### src/rtl/easyaxi_slv_rd.sv
// easyaxi_slv_rd: AXI read-channel responder, one outstanding burst.
// Each beat returns its own aligned byte address as data.
// Optional per-beat address range check: define EASYAXI_SLV_RD_RANGE_CHK_EN
// to return DECERR (rdata 0) for beats at or above ADDR_LIMIT.
module easyaxi_slv_rd #(
  parameter int unsigned           ID_WIDTH   = 4,
  parameter int unsigned           ADDR_WIDTH = 16,
  parameter int unsigned           DATA_WIDTH = 32,
  parameter logic [ADDR_WIDTH-1:0] ADDR_LIMIT = ADDR_WIDTH'(16'h1000)
) (
  input  logic                  clk,
  input  logic                  rst_n,
  // AR channel
  input  logic                  arvalid,
  output logic                  arready,
  input  logic [ID_WIDTH-1:0]   arid,
  input  logic [ADDR_WIDTH-1:0] araddr,
  input  logic [7:0]            arlen,
  input  logic [2:0]            arsize,
  input  logic [1:0]            arburst,
  // R channel
  output logic                  rvalid,
  input  logic                  rready,
  output logic [ID_WIDTH-1:0]   rid,
  output logic [DATA_WIDTH-1:0] rdata,
  output logic [1:0]            rresp,
  output logic                  rlast
);

  localparam int unsigned MAX_SIZE = $clog2(DATA_WIDTH / 8);

  localparam logic [1:0] BURST_FIXED = 2'b00;
  localparam logic [1:0] BURST_WRAP  = 2'b10;
  localparam logic [1:0] BURST_RSVD  = 2'b11;

  localparam logic [1:0] RESP_OKAY   = 2'b00;
  localparam logic [1:0] RESP_SLVERR = 2'b10;
`ifdef EASYAXI_SLV_RD_RANGE_CHK_EN
  localparam logic [1:0] RESP_DECERR = 2'b11;
`endif

  typedef enum logic {
    S_IDLE  = 1'b0,
    S_BURST = 1'b1
  } state_t;

  state_t                r_state;
  logic                  r_arready;
  logic                  r_rvalid;
  logic [ID_WIDTH-1:0]   r_rid;
  logic [DATA_WIDTH-1:0] r_rdata;
  logic [1:0]            r_rresp;
  logic                  r_rlast;
  logic [ADDR_WIDTH-1:0] r_addr;
  logic [7:0]            r_len;
  logic [7:0]            r_cnt;
  logic [2:0]            r_size;
  logic [1:0]            r_burst;
  logic                  r_err;

  logic                  w_ar_hs;
  logic                  w_ar_err;
  logic [ADDR_WIDTH-1:0] w_first_addr;
  logic [ADDR_WIDTH-1:0] w_next_addr;
  logic [7:0]            w_next_cnt;

  // Round a byte address down to the transfer-size boundary.
  function automatic logic [ADDR_WIDTH-1:0] f_align(
    input logic [ADDR_WIDTH-1:0] addr,
    input logic [2:0]            size
  );
    logic [ADDR_WIDTH-1:0] lsb_mask;
    lsb_mask = (ADDR_WIDTH'(1) << size) - ADDR_WIDTH'(1);
    return addr & ~lsb_mask;
  endfunction

  // Address of the following beat; the reserved burst type steps like INCR.
  function automatic logic [ADDR_WIDTH-1:0] f_next(
    input logic [ADDR_WIDTH-1:0] addr,
    input logic [2:0]            size,
    input logic [7:0]            len,
    input logic [1:0]            burst
  );
    logic [ADDR_WIDTH-1:0] step;
    logic [ADDR_WIDTH-1:0] wrap_mask;
    step      = ADDR_WIDTH'(1) << size;
    wrap_mask = ((ADDR_WIDTH'(len) + ADDR_WIDTH'(1)) << size) - ADDR_WIDTH'(1);
    case (burst)
      BURST_FIXED: return addr;
      BURST_WRAP:  return (addr & ~wrap_mask) | ((addr + step) & wrap_mask);
      default:     return addr + step;
    endcase
  endfunction

  // Beat payload: the beat's own address, blanked when out of range.
  function automatic logic [DATA_WIDTH-1:0] f_data(input logic [ADDR_WIDTH-1:0] addr);
`ifdef EASYAXI_SLV_RD_RANGE_CHK_EN
    if (addr >= ADDR_LIMIT) return '0;
`endif
    return DATA_WIDTH'(addr);
  endfunction

  // Beat response: out-of-range beats decode-error ahead of request errors.
  function automatic logic [1:0] f_resp(
    input logic [ADDR_WIDTH-1:0] addr,
    input logic                  err
  );
`ifdef EASYAXI_SLV_RD_RANGE_CHK_EN
    if (addr >= ADDR_LIMIT) return RESP_DECERR;
`endif
    return err ? RESP_SLVERR : RESP_OKAY;
  endfunction

`ifndef EASYAXI_SLV_RD_RANGE_CHK_EN
  // ADDR_LIMIT only matters when the range check is built in.
  logic w_unused_limit;
  assign w_unused_limit = ^ADDR_LIMIT;
`endif

  // Request decode and beat-address stepping.
  assign w_ar_hs      = arvalid & r_arready;
  assign w_ar_err     = (arburst == BURST_RSVD) | (arsize > 3'(MAX_SIZE));
  assign w_first_addr = f_align(araddr, arsize);
  assign w_next_addr  = f_next(r_addr, r_size, r_len, r_burst);
  assign w_next_cnt   = r_cnt + 8'd1;

  // Burst FSM with registered AR/R channel outputs.
  always_ff @(posedge clk or negedge rst_n) begin
    if (!rst_n) begin
      r_state   <= S_IDLE;
      r_arready <= 1'b0;
      r_rvalid  <= 1'b0;
      r_rid     <= '0;
      r_rdata   <= '0;
      r_rresp   <= RESP_OKAY;
      r_rlast   <= 1'b0;
      r_addr    <= '0;
      r_len     <= '0;
      r_cnt     <= '0;
      r_size    <= '0;
      r_burst   <= '0;
      r_err     <= 1'b0;
    end else begin
      case (r_state)
        S_IDLE: begin
          r_rvalid  <= 1'b0;
          r_arready <= 1'b1;
          if (w_ar_hs) begin
            r_state   <= S_BURST;
            r_arready <= 1'b0;
            r_rvalid  <= 1'b1;
            r_rid     <= arid;
            r_addr    <= w_first_addr;
            r_len     <= arlen;
            r_size    <= arsize;
            r_burst   <= arburst;
            r_err     <= w_ar_err;
            r_cnt     <= '0;
            r_rdata   <= f_data(w_first_addr);
            r_rresp   <= f_resp(w_first_addr, w_ar_err);
            r_rlast   <= (arlen == 8'd0);
          end
        end
        S_BURST: begin
          if (r_rvalid && rready) begin
            if (r_rlast) begin
              r_state   <= S_IDLE;
              r_rvalid  <= 1'b0;
              r_rlast   <= 1'b0;
              r_arready <= 1'b1;
            end else begin
              r_addr  <= w_next_addr;
              r_cnt   <= w_next_cnt;
              r_rdata <= f_data(w_next_addr);
              r_rresp <= f_resp(w_next_addr, r_err);
              r_rlast <= (w_next_cnt == r_len);
            end
          end
        end
        default: begin
          r_state   <= S_IDLE;
          r_rvalid  <= 1'b0;
          r_arready <= 1'b0;
        end
      endcase
    end
  end

  assign arready = r_arready;
  assign rvalid  = r_rvalid;
  assign rid     = r_rid;
  assign rdata   = r_rdata;
  assign rresp   = r_rresp;
  assign rlast   = r_rlast;

endmodule

### config.mk
export PLATFORM = sky130hd
export DESIGN_NAME = easyaxi_slv_rd
export DESIGN_NICKNAME = d
export VERILOG_FILES = /design/src/rtl/easyaxi_slv_rd.sv
export SDC_FILE = /design/constraint.sdc
export NUM_CORES = 1
export LEC_CHECK = 0
export BUFFER_PORTS_ARGS = -buffer_cell sky130_fd_sc_hd__buf_2
export CELL_PAD_IN_SITES_DETAIL_PLACEMENT = 0
export CELL_PAD_IN_SITES_GLOBAL_PLACEMENT = 1
export CORE_MARGIN = 4
export CORE_UTILIZATION = 42
export DETAILED_ROUTE_END_ITERATION = 7
export PLACE_DENSITY = 0.83
export SLEW_MARGIN = 5
export SYNTH_ARGS = -nofsm -noshare
export SYNTH_HDL_FRONTEND = slang
export SYNTH_SLANG_ARGS = --single-unit
### constraint.sdc
create_clock -name clk -period 3.57 [get_ports clk]
set_input_delay 0.1785 -clock clk [delete_from_list [all_inputs] [get_ports clk]]
set_output_delay 0.1785 -clock clk [all_outputs]
set_load 0.02 [all_outputs]
==> results of run 1 <==
power breakdown:
| part | internal [mW] | leakage, nW | switching [mW] |
|---|---|---|---|
| Combinational | 1.23 | 1.54 | 1.87 |
| Sequential | 0.751 | 0.582 | 0.306 |
| Clock | 0.142 | 0.0485 | 0.233 |
Yosys cell counts, drive strengths merged, types with 10 or more instances:
master	n
nor2	41
a21oi	30
ha	12
clkbuf	24
nand3	18
inv	12
nand2	96
nand2b	11
xnor2	18
nor3	15
xor2	18
dfrtp	47
o21ai	37
buf	29
nor2b	12
mux2i	10
worst reg2reg max path: cells and delay by family (launching register included):
| kind | cells | cell delay, ns |
|---|---|---|
| AO/OA/AOI/OAI | 4 | 0.84 |
| multiplexers | 1 | 0.31 |
| AND/OR/NAND/NOR | 5 | 1.44 |
| flip-flops | 1 | 0.63 |
cell type report:
cell class,count,area [um^2],area share [%]
repair buffers,77,434.2,9.032
flip-flops and latches,47,1176,24.47
well taps,133,166.4,3.462
clock buffers,5,68.82,1.432
clock inverters,3,22.52,0.4685
inverters,12,45.04,0.9370
multi-input cells,464,2894,60.20
per-layer routing:
layer	part of all wire, %	vias up	global-route usage (%)	routed length, um
li1	-	2061	-	-
met1	44	2059	29.32	5643
met2	49	121	36.44	6270
met3	5.1	14	2.642	645
met4	1.5	0	6.233	186
met5	0	-	0	0
timing repair:
| action | 4_1_cts | 5_1_grt |
|---|---|---|
| gates resized for setup | 0 | 1 |
| buffers inserted | 0 | 1 |
| endpoints found under the setup margin | 0 | 3 |
| hold endpoints to repair | 16 | 0 |
| hold buffers | 1 | 0 |
logic make-up after synthesis:
family	after synthesis	share of synthesized area, %
other	1	0.08650
adders and majority gates	13	3.925
and+or+nand+nor	249	28.98
xor gates and xnor gates	36	7.273
buffers and inverters	65	7.561
DFF	47	27.13
muxes	13	3.175
AOI/OAI and AO/OA	136	21.88
worst paths after layout:
kind | from | to | slack, ns | cells past startpoint
max in group asynchronous | rst_n | async pin | 2.44 | 3
hold reg to reg | rid[3] | rid[3] | 0.49 | 2
hold / removal | arid[3] | rid[3] | 0.05 | 3
min in group asynchronous | rst_n | async pin | 0.35 | 2
setup reg to reg | r_len[3] | flip-flop | 0.24 | 10
setup / recovery | r_len[3] | flip-flop | 0.24 | 10
per-stage QoR:
step	instances	hold WS, ns	setup WS [ns]
floorplan	576	-0.1171	0.3370
global placement	731	0.1713	0.2917
detailed placement	731	0.1747	0.2535
CTS	740	0.04031	0.2204
global route	741	0.06833	-0.01493
finish	741	0.04765	0.2433
==> reports/metrics.cfg, run 1 <==
[global_routing]
grt_pass1_wl_um=20730
grt_max_degree=36
grt_antenna_before_repair=0
first_global_vias=4085
grtUsageTotal_pct=21.69
globalRouteOverflowTotal=0

[die]
io_pins=78
core_area_um2=9910
start_util_pct=43.75
die_x_um=109.6
row_count=36
die-area_um2=12010
die_height_um=109.6

[placement]
place_congestion=0.8782
placed_area_um2=4695
io_buffers=60
dp_hpwl_um=9434

[cells_and_area]
final_core_util_pct=48.51
layout.nets=657
fill_cells=1032
drive_above_1_share_pct=17.60
diodes=0
syn_to_final_growth_pct=10.88
fin_area_um2=4807
final_common_cell=nand2_1
final_cell_mix=96 x nand2_1, 60 x buf_2, 47 x dfrtp_1, 40 x nor2_1, 37 x o21ai_0

[cts]
cts_sinks=47
root_buffer=clkbuf_8
cts.clk_slew.worst_paths_ns=0.11
cts_tree=yes
numCtsBuffers=5
h-tree-depth=2
cts_buffer_depth=2
clk_latency_ns=0.32

[worst_setup_path]
critPathSlowestCell=dfrtp_1
cp_top_family=simple AND/OR/NAND/NOR gates
worstPathCellList=and3_4, mux2_4, or4_4, o41ai_4, o311ai_2, or3_4, o32ai_2, a21oi_1, nor3_2, nor3_2
crit_path_start_kind=flip-flop
cp_max_fo=11
worstSetupEndpointType=flip-flop
worstSetupPathType=reg -> reg
worstPathRequired_ns=3.78
critPathMaxStageDelay_ns=0.63
worst-path-buf-inv=0
cp_data_arrival_time_ns=3.54
path_common_cell=nor3_2

[synth]
synth_top_cell_by_area=dfrtp_1
synth_edf_count=0
synth_warnings=0
avgSynthCellArea_um2=7.742
ys.flop_type=dfrtp_1
netlist_instances=560
yosys_register_bits=47
synth-seq-area-share_pct=27.13
synth_top_area_share_pct=27.13
synthArstFlopShare_pct=100.0
netlist_area_um2=4335
ys_top_cells_by_area=dfrtp_1 27%, nand2_1 8.3%, o21ai_0 4.3%, xnor2_1 3.6%, xor2_1 3.6%
synthDistinctLibCells=78

[timing]
clock.fmax_ghz=0.3006
period_needed_ns=3.327
grt_setup_unrepaired=yes
skew_ns=0.008015
final_max_slew_viol_count=0
finalSetupViolations=0
slew_headroom_pct=54.39
fin_crit_sh_pct=93.18
worst-slew-pin-transition_ns=0.6789
tns_ns=0
hold_viol_final=0

[detailed_routing]
initialDrtViolationCount=289
vias_per_cell=5.742
drc=0
wl_per_cell_um=17.20
drt_wl_total_um=12740
first_pass_iters=4
vias=4255
ant_nets=0

[min_path]
hp-class=in -> reg

[status]
status=complete, no violations

[power]
power.static_leakage_nw=2.168
max-vdd-ir-drop_uv=375.2
p_per_area_nw_per_um2=943.7
fin_total_pwr_mw=4.536

[job]
cap_violations=0

(Power assumes the default switching activity.)
==> run 2: changes to the inputs <==
==> constraint.sdc (replaced) <==
create_clock -name clk -period 3.57 [get_ports clk]
set_input_delay 0.357 -clock clk [delete_from_list [all_inputs] [get_ports clk]]
set_output_delay 0.357 -clock clk [all_outputs]
set_load 0.02 [all_outputs]
==> run 2 against run 1 <==
Compared with the run above:
- the flow now finishes with violations (negative hold slack)
- clock skew up 0.00064 ns
- register-to-register slack barely moved
- worst setup slack got worse by 0.0076 ns
- wire length is 0.40% higher
- non-clock buffer count shrank 1
- maximum frequency down 0.23%
- final cell count down 0.13%
- sequential share of layout area up 0.051 points
- die area unchanged
- sequential power hardly changed
- utilization shrank 0.10 points
- via count up 0.26%
- largest cell class unchanged
==> reports/metrics.cfg, run 2 (synthesis gave the netlist of run 1 again) <==
[status]
status=complete, but fails checks
failed_checks=negative hold slack

[die]
die_height_um=109.6
core_area_um2=9910
die-area_um2=12010
io_pins=78
start_util_pct=43.75
row_count=36
die_x_um=109.6

[worst_setup_path]
cp_data_arrival_time_ns=3.55
worstPathCellList=and3_4, mux2_4, or4_4, o41ai_4, o311ai_2, or3_4, o32ai_2, a21oi_1, nor3_2, nor3_2
worstSetupEndpointType=flip-flop
cp_max_fo=11
critPathSlowestCell=dfrtp_1
cp-startpoint=r_len[3]
crit_path_start_kind=flip-flop
worstSetupPathType=reg -> reg
worstPathRequired_ns=3.78
r2r-start=r_len[3]
path_common_cell=nor3_2
critPathMaxStageDelay_ns=0.63

[cts]
numCtsBuffers=5
cts_buffer_depth=2
cts_sinks=47
clk_latency_ns=0.32
root_buffer=clkbuf_8
ctsHoldBuffers=0
cts_tree=yes
cts.clk_slew.worst_paths_ns=0.11
h-tree-depth=2

[timing]
worst-slew-pin-transition_ns=0.6661
whs_ns=-0.01065
grt_setup_unrepaired=yes
layout_setup_ws_ns=0.2357
hold_viol_final=13
fin_crit_sh_pct=93.40
period_needed_ns=3.334
tns_ns=0
skew_ns=0.008652
finalSetupViolations=0
final_max_slew_viol_count=0
clock.fmax_ghz=0.2999
slew_headroom_pct=55.25

[detailed_routing]
vias_per_cell=5.765
first_pass_iters=5
wl_per_cell_um=17.29
vias=4266
drc=0
drt_wl_total_um=12800
ant_nets=0
initialDrtViolationCount=305

[placement]
place_ws_ns=0.2535
placed_cells=731
dp_hpwl_um=9434
io_buffers=60
place_congestion=0.8782
placed_area_um2=4695

[cells_and_area]
layoutNonFillerInstCount=740
final_cell_mix=96 x nand2_1, 60 x buf_2, 47 x dfrtp_1, 40 x nor2_1, 37 x o21ai_0
fill_cells=1034
syn_to_final_growth_pct=10.65
final_common_cell=nand2_1
drive_above_1_share_pct=17.63
diodes=0
layout.nets=656
final_core_util_pct=48.41
fin_area_um2=4797

[power]
clock_power_share_pct=8.3
power.static_leakage_nw=2.164
p_sw_mw=2.412
internal_power_mw=2.124
p_sw_share_pct=53.18
p_comb_share_pct=68.5
p_per_area_nw_per_um2=945.6
fin_total_pwr_mw=4.536
max-vdd-ir-drop_uv=371.8
pwr-share-seq_pct=23.3

[global_routing]
grtUsageTotal_pct=21.69
grt_pass1_wl_um=20730
grt_max_degree=36
first_global_vias=4082
globalRouteOverflowTotal=0
grt_antenna_before_repair=0

[job]
cap_violations=0

[min_path]
hp-class=in -> async

run 2: changes by cell type in the layout (fill, tap and decap cells not counted):
cell,change
dlygate4sd3_1,-1
run 2: final timing paths:
check	slack (ns)	depth (start not counted)	endpoint
min in group clk	0.23	3	rid[3]
setup / recovery	0.24	10	flip-flop
setup reg to reg	0.24	10	flip-flop
hold reg to reg	0.49	2	rid[3]
hold / removal	-0.01	1	async pin
max in group asynchronous	2.80	2	async pin
run 2: area by class of cell:
class                   instances  area (um^2)  share of cell area [%]
flip-flops and latches         47         1176                   24.52
well taps                     133        166.4                   3.469
repair buffers                 76        424.2                   8.842
multi-input cells             464         2894                   60.33
inverters                      12        45.04                  0.9390
clock inverters                 3        22.52                  0.4695
clock buffers                   5        68.82                   1.435
run 2: critical path, delay by kind of cell (launching register included):
kind / cells / cell delay [ns]
AO/OA/AOI/OAI: 4 / 0.84
flip-flops: 1 / 0.63
multiplexers: 1 / 0.31
AND/OR/NAND/NOR: 5 / 1.43
run 2: power by group through the flow:
| stage | sequential, mW | combinational, mW | clock [mW] |
|---|---|---|---|
| 2_1_floorplan | 1.08 | 2.26 | 0 |
| 3_3_place_gp | 1.04 | 3.02 | 0 |
| 3_5_place_dp | 1.06 | 3.07 | 0 |
| 4_1_cts | 1.05 | 3.08 | 0.380 |
| 5_1_grt | 1.09 | 3.43 | 0.396 |
| 6_report | 1.05 | 3.11 | 0.376 |
run 2: layer usage:
| layer | global-route usage (%) | vias to the layer above | routed length [um] |
|---|---|---|---|
| met5 | 0 | - | 0 |
| met4 | 6.233 | 0 | 189 |
| met3 | 2.642 | 17 | 625 |
| met2 | 36.44 | 134 | 6298 |
| met1 | 29.32 | 2056 | 5680 |
| li1 | - | 2059 | - |
run 2: what timing repair did:
item,in CTS,in global routing
resized for setup,0,1
setup endpoints to repair,0,3
setup buffers,0,1
